## src/rtl/adc_sample_sequencer.sv

```systemverilog
// rtl/adc_sample_sequencer.sv - ADC conversion pacer with req/rdy capture and error flags; optional ADC_RDY_SYNC_EN
module adc_sample_sequencer #(
    parameter int SAMPLE_DIV  = 16,
    parameter int RDY_TIMEOUT = 8,
    parameter int DW          = 8
) (
    input  logic          clk,
    input  logic          reset,
    input  logic          enable,
    input  logic          clear_err,
    input  logic          adc_rdy,
    input  logic [DW-1:0] adc_dat,
    output logic          adc_req,
    output logic          smp_valid,
    output logic [DW-1:0] smp_data,
    output logic [31:0]   smp_time,
    output logic [15:0]   smp_count,
    output logic          timeout_err,
    output logic          overrun_err,
    output logic          busy
);

    localparam int CW = $clog2(SAMPLE_DIV);
    localparam int WW = $clog2(RDY_TIMEOUT);

    typedef enum logic [1:0] {
        IDLE     = 2'd0,
        READY    = 2'd1,
        WAIT_RDY = 2'd2,
        DRAIN    = 2'd3
    } state_t;

    state_t        state;
    logic [31:0]   timer;
    logic [CW-1:0] cnt;
    logic [WW-1:0] wait_cnt;
    logic          tick;
    logic          rdy_s;

`ifdef ADC_RDY_SYNC_EN
    logic [1:0] rdy_sync;

    // Two-flop synchroniser for an adc_rdy that is asynchronous to clk
    always_ff @(posedge clk or posedge reset) begin
        if (reset) begin
            rdy_sync <= 2'b00;
        end else begin
            rdy_sync <= {rdy_sync[0], adc_rdy};
        end
    end

    assign rdy_s = rdy_sync[1];
`else
    assign rdy_s = adc_rdy;
`endif

    assign tick = (cnt == CW'(SAMPLE_DIV - 1));

    // Free-running timestamp and the sample-period divider (parked at 0 when disabled)
    always_ff @(posedge clk or posedge reset) begin
        if (reset) begin
            timer <= 32'd0;
            cnt   <= '0;
        end else begin
            timer <= timer + 32'd1;
            if (!enable) begin
                cnt <= '0;
            end else if (tick) begin
                cnt <= '0;
            end else begin
                cnt <= cnt + 1'b1;
            end
        end
    end

    // Handshake FSM; every output is a register so the ADC and cache see glitch-free levels
    always_ff @(posedge clk or posedge reset) begin
        if (reset) begin
            state       <= IDLE;
            wait_cnt    <= '0;
            adc_req     <= 1'b0;
            smp_valid   <= 1'b0;
            smp_data    <= '0;
            smp_time    <= 32'd0;
            smp_count   <= 16'd0;
            timeout_err <= 1'b0;
            overrun_err <= 1'b0;
            busy        <= 1'b0;
        end else begin
            smp_valid <= 1'b0;

            // Clear first so a flag being set later in this cycle overrides it
            if (clear_err) begin
                timeout_err <= 1'b0;
                overrun_err <= 1'b0;
            end

            // A tick that lands on an active handshake is dropped and flagged
            if (tick && (state == WAIT_RDY || state == DRAIN)) begin
                overrun_err <= 1'b1;
            end

            case (state)
                IDLE: begin
                    if (enable) begin
                        state <= READY;
                    end
                end
                READY: begin
                    if (!enable) begin
                        state <= IDLE;
                    end else if (tick && !rdy_s) begin
                        state    <= WAIT_RDY;
                        adc_req  <= 1'b1;
                        wait_cnt <= '0;
                        busy     <= 1'b1;
                    end
                end
                WAIT_RDY: begin
                    if (rdy_s) begin
                        state     <= DRAIN;
                        adc_req   <= 1'b0;
                        smp_data  <= adc_dat;
                        smp_time  <= timer;
                        smp_valid <= 1'b1;
                        smp_count <= smp_count + 16'd1;
                    end else if (wait_cnt == WW'(RDY_TIMEOUT - 1)) begin
                        state       <= DRAIN;
                        adc_req     <= 1'b0;
                        timeout_err <= 1'b1;
                    end else begin
                        wait_cnt <= wait_cnt + 1'b1;
                    end
                end
                DRAIN: begin
                    // Wait for the ADC to release rdy before a new request may go out
                    if (!rdy_s) begin
                        state <= enable ? READY : IDLE;
                        busy  <= 1'b0;
                    end
                end
                default: begin
                    state   <= IDLE;
                    adc_req <= 1'b0;
                    busy    <= 1'b0;
                end
            endcase
        end
    end

endmodule

```

## config.mk

```make
export PLATFORM = sky130hd
export DESIGN_NAME = adc_sample_sequencer
export DESIGN_NICKNAME = d
export VERILOG_FILES = /design/src/rtl/adc_sample_sequencer.sv
export SDC_FILE = /design/constraint.sdc
export NUM_CORES = 1
export LEC_CHECK = 0
export CAP_MARGIN = 15
export CORE_MARGIN = 10
export CORE_UTILIZATION = 50
export CTS_CLUSTER_DIAMETER = 30
export DETAILED_ROUTE_END_ITERATION = 8
export HOLD_SLACK_MARGIN = 0.06
export PLACE_DENSITY = 0.87
export SYNTH_ARGS = -nofsm -noshare
export SYNTH_HDL_FRONTEND = slang
export SYNTH_SLANG_ARGS = --single-unit
```

## constraint.sdc

```tcl
create_clock -name clk -period 8.28 [get_ports clk]
set_clock_uncertainty 0.1 [all_clocks]
set_input_delay 2.07 -clock clk [delete_from_list [all_inputs] [get_ports clk]]
set_output_delay 2.07 -clock clk [all_outputs]
set_load 0.03 [all_outputs]
```

==> parameters.txt <==
Parameter                              Value

Synthesis
  Mean Syn Cell Area ... 13.0 um^2
  Proportion of register bits with asynchronous set or reset after synthesis ... 100%
  Top cells by area, synth ... dfrtp_1, mux2_2, xor2_1
  Register bit count reported by yosys ... 102
  Sequential cell area fraction in the yosys report ... 60.5%
  Post-synthesis cell count ... 325
  Number of enable-type register cells in the synthesized netlist ... 0
  Post-synth top flop ... dfrtp_1
  Syn_nets ... 343
  Count of cell types in the netlist ... 37
  Top cell type by total area after synthesis ... dfrtp_1
  Netlist area before placement ... 0.00422 mm^2
  Fraction of synthesized cell area taken by the top area cell type ... 60.5%
  Warnings from Yosys ... 0

Critical path
  Cell-by-cell listing of the critical path ... clkdlybuf4s50_1
  Critical path launch point type ... flip-flop
  Crit path required time ... 6.11 ns
  Crit path DAT ... 1.51 ns
  Slowest stage cell, crit path ... clkdlybuf4s50_1
  Crit path capture type ... output pin
  Largest incremental delay on the critical path ... 0.71 ns
  Cell family with the largest share of critical-path delay ... buffers and inverters
  CP Max Fanout ... 7
  Type of the worst setup path ... reg -> out
  Worst Path Buf+Inv ... 1

Pwr
  P per Cell Area ... 188 mW/mm^2
  Worst supply voltage drop on vdd ... 0.0941 mV
  Static leakage ... 2.50 nW

STA
  Sum Neg Setup Slack ... 0 ns
  Worst slew margin relative to its limit ... 55.2%
  Post-route setup slack ... 4.60 ns
  Setup repair after global routing missed its margin ... no
  Final worst path period need ... 3.68 ns
  Number of setup violations in the final report ... 0
  Number of slew-limit violations in the final report ... 0
  Final period util ... 44.5%
  Max frequency ... 0.271 GHz
  Final hold viol count ... 0
  Worst-Margin Slew ... 0.672 ns

Route
  Length of routed met2 wiring ... 3700 um
  Via density per instance ... 5.29
  Number of nets with antenna violations after detailed routing ... 0
  Met1 layer wirelength in the final routing ... 3800 um
  DRT Wirelength ... 8130 um
  Iter 0 DRT Violations ... 112
  Wire length per cell ... 15.8 um
  Routed via count ... 2720
  Detailed route wirelength on metal3 ... 539 um
  Number of iterations in the first detailed-routing pass ... 4
  Top layer used by detailed routing ... met4
  DRC violation count after routing ... 0

Clock network
  Clock transition at the register clock pins on the worst setup and hold paths after CTS ... 0.09 ns
  CTS tree ... done
  Post-CTS setup repair buffer count ... 0
  CTS buffer count ... 9
  Clock network latency to the later pin of the worst-skew pair ... 0.35 ns
  Buffers from clock root to sink, at most ... 2
  Cell chosen for the clock root ... clkbuf_8
  Hold_buf cts ... 0
  CTS H-Tree Depth ... 3
  Resized cells post-CTS ... 0
  CTS sink cnt ... 102

Final layout
  Commonest cells after routing, fill and taps aside ... dfrtp_1, clkdlybuf4s50_1, mux2_2, xor2_1
  FILL cells ... 625
  Footprint of the multi-input gates ... 0.00159 mm^2
  Antenna diode count ... 0
  Final #Nets ... 422
  Commonest non-fill, non-tap cell in the layout ... dfrtp_1
  Share of post-route cells with drive strength above 1 ... 16.6%
  FF/Latch Area ... 0.00255 mm^2
  Layout-stage area growth over the synthesis result ... 25.3%

Die
  Core region area ... 0.00822 mm^2
  Initial cell density of the core ... 51.3%
  Horizontal die dimension ... 112 um
  Chip Height ... 112 um
  Number of core rows ... 33
  Top-level I/O count ... 74
  Die area ... 0.0125 mm^2

Run
  Max Cap Viol ... 0

Place
  Setup WS pre-CTS ... 4.26 ns
  Final HPWL from detailed placement ... 5770 um
  Count of buffers inserted at the top-level ports ... 73
  RePlAce Congestion ... 0.774

GRT
  Sum of overflow across all layers after global routing ... 0
  Pin count of the biggest net entering global routing ... 56
  Global-route total usage across every layer ... 13.2%
  Number of global-route vias before repair ... 2753
  Number of antenna violations at the first check in global routing ... 0
  Global-route wire length before repair ... 13900 um

Run status
  Run status ... complete, no violations

Worst hold path
  Hold Crit Class ... reg -> reg
[layer usage]
layer | track usage [%] | up-vias
li1 | - | 1291
met1 | 17.9 | 1344
met2 | 19.3 | 75
met3 | 4.35 | 10
met4 | 4.71 | 0
met5 | 0 | -
[per-stage QoR]
step	utilization [%]	area [um^2]	power, mW	hold WS [ns]	cells
final	64.3	5280	0.993	0.366	514
after global routing	64.3	5280	1.04	0.411	514
after CTS	64.3	5280	1.01	0.372	514
after detailed placement	61.6	5060	0.668	0.358	498
after global placement	61.6	5060	0.663	0.351	498
after floorplan	-	4220	0.611	0.336	325
[synthesized netlist by cell type, types with 2 or more instances]
master,n
nor2_1,8
and2_1,6
mux2_2,41
and3_1,4
nand3_1,18
a21oi_1,2
nand4_2,2
nand2_1,21
xnor2_1,21
nor4_1,4
ha_1,5
nand4_1,5
nor3_1,13
nor2b_1,2
inv_1,11
o21ai_0,8
and4_1,5
or2_2,2
dfrtp_1,102
xor2_1,25
buf_2,4
[registers in the layout (all words and copies together), names as in the netlist, named ones only]
name / count
state: 1
smp_time: 32
busy: 1
cnt: 4
overrun_err: 1
smp_count: 16
smp_valid: 1
timer: 32
adc_req: 1
wait_cnt: 3
smp_data: 8
timeout_err: 1
[power breakdown]
group | leakage [nW] | total (mW) | switching (mW) | internal (mW)
Sequential | 1.38 | 0.535 | 0.0150 | 0.520
Clock | 0.116 | 0.338 | 0.160 | 0.178
Combinational | 1.00 | 0.120 | 0.0677 | 0.0526
Total | 2.50 | 0.993 | 0.242 | 0.750
[cell families after synthesis]
kind of cell	share of synthesized area (%)
compound gates	2.20
fa+ha+maj	1.48
mux	10.9
flops	60.5
xor+xnor	9.55
simple gates	13.4
buf+inv	1.93
[area by class of cell]
class	instances	area share, %
repair buffers	75	14.1
inverters	11	0.829
well taps	105	2.49
clock buffers	10	2.60
multi-input cells	205	30.1
clock inverters	6	1.59
flip-flops and latches	102	48.3
[worst paths after layout]
check | startpoint | end | slack, ns | depth (start not counted)
worst max-delay path | smp_count[4] | smp_count[4] | 4.60 | 1
min in group asynchronous | reset | smp_data[7] | 2.04 | 2
max in group asynchronous | reset | smp_data[3] | 4.95 | 3
worst min-delay path | timer[31] | timer[31] | 0.37 | 1
worst max register to register | timer[0] | timer[22] | 6.25 | 5
worst min register to register | timer[31] | timer[31] | 0.37 | 1
No activity file was read; power rests on OpenSTA's default activity.
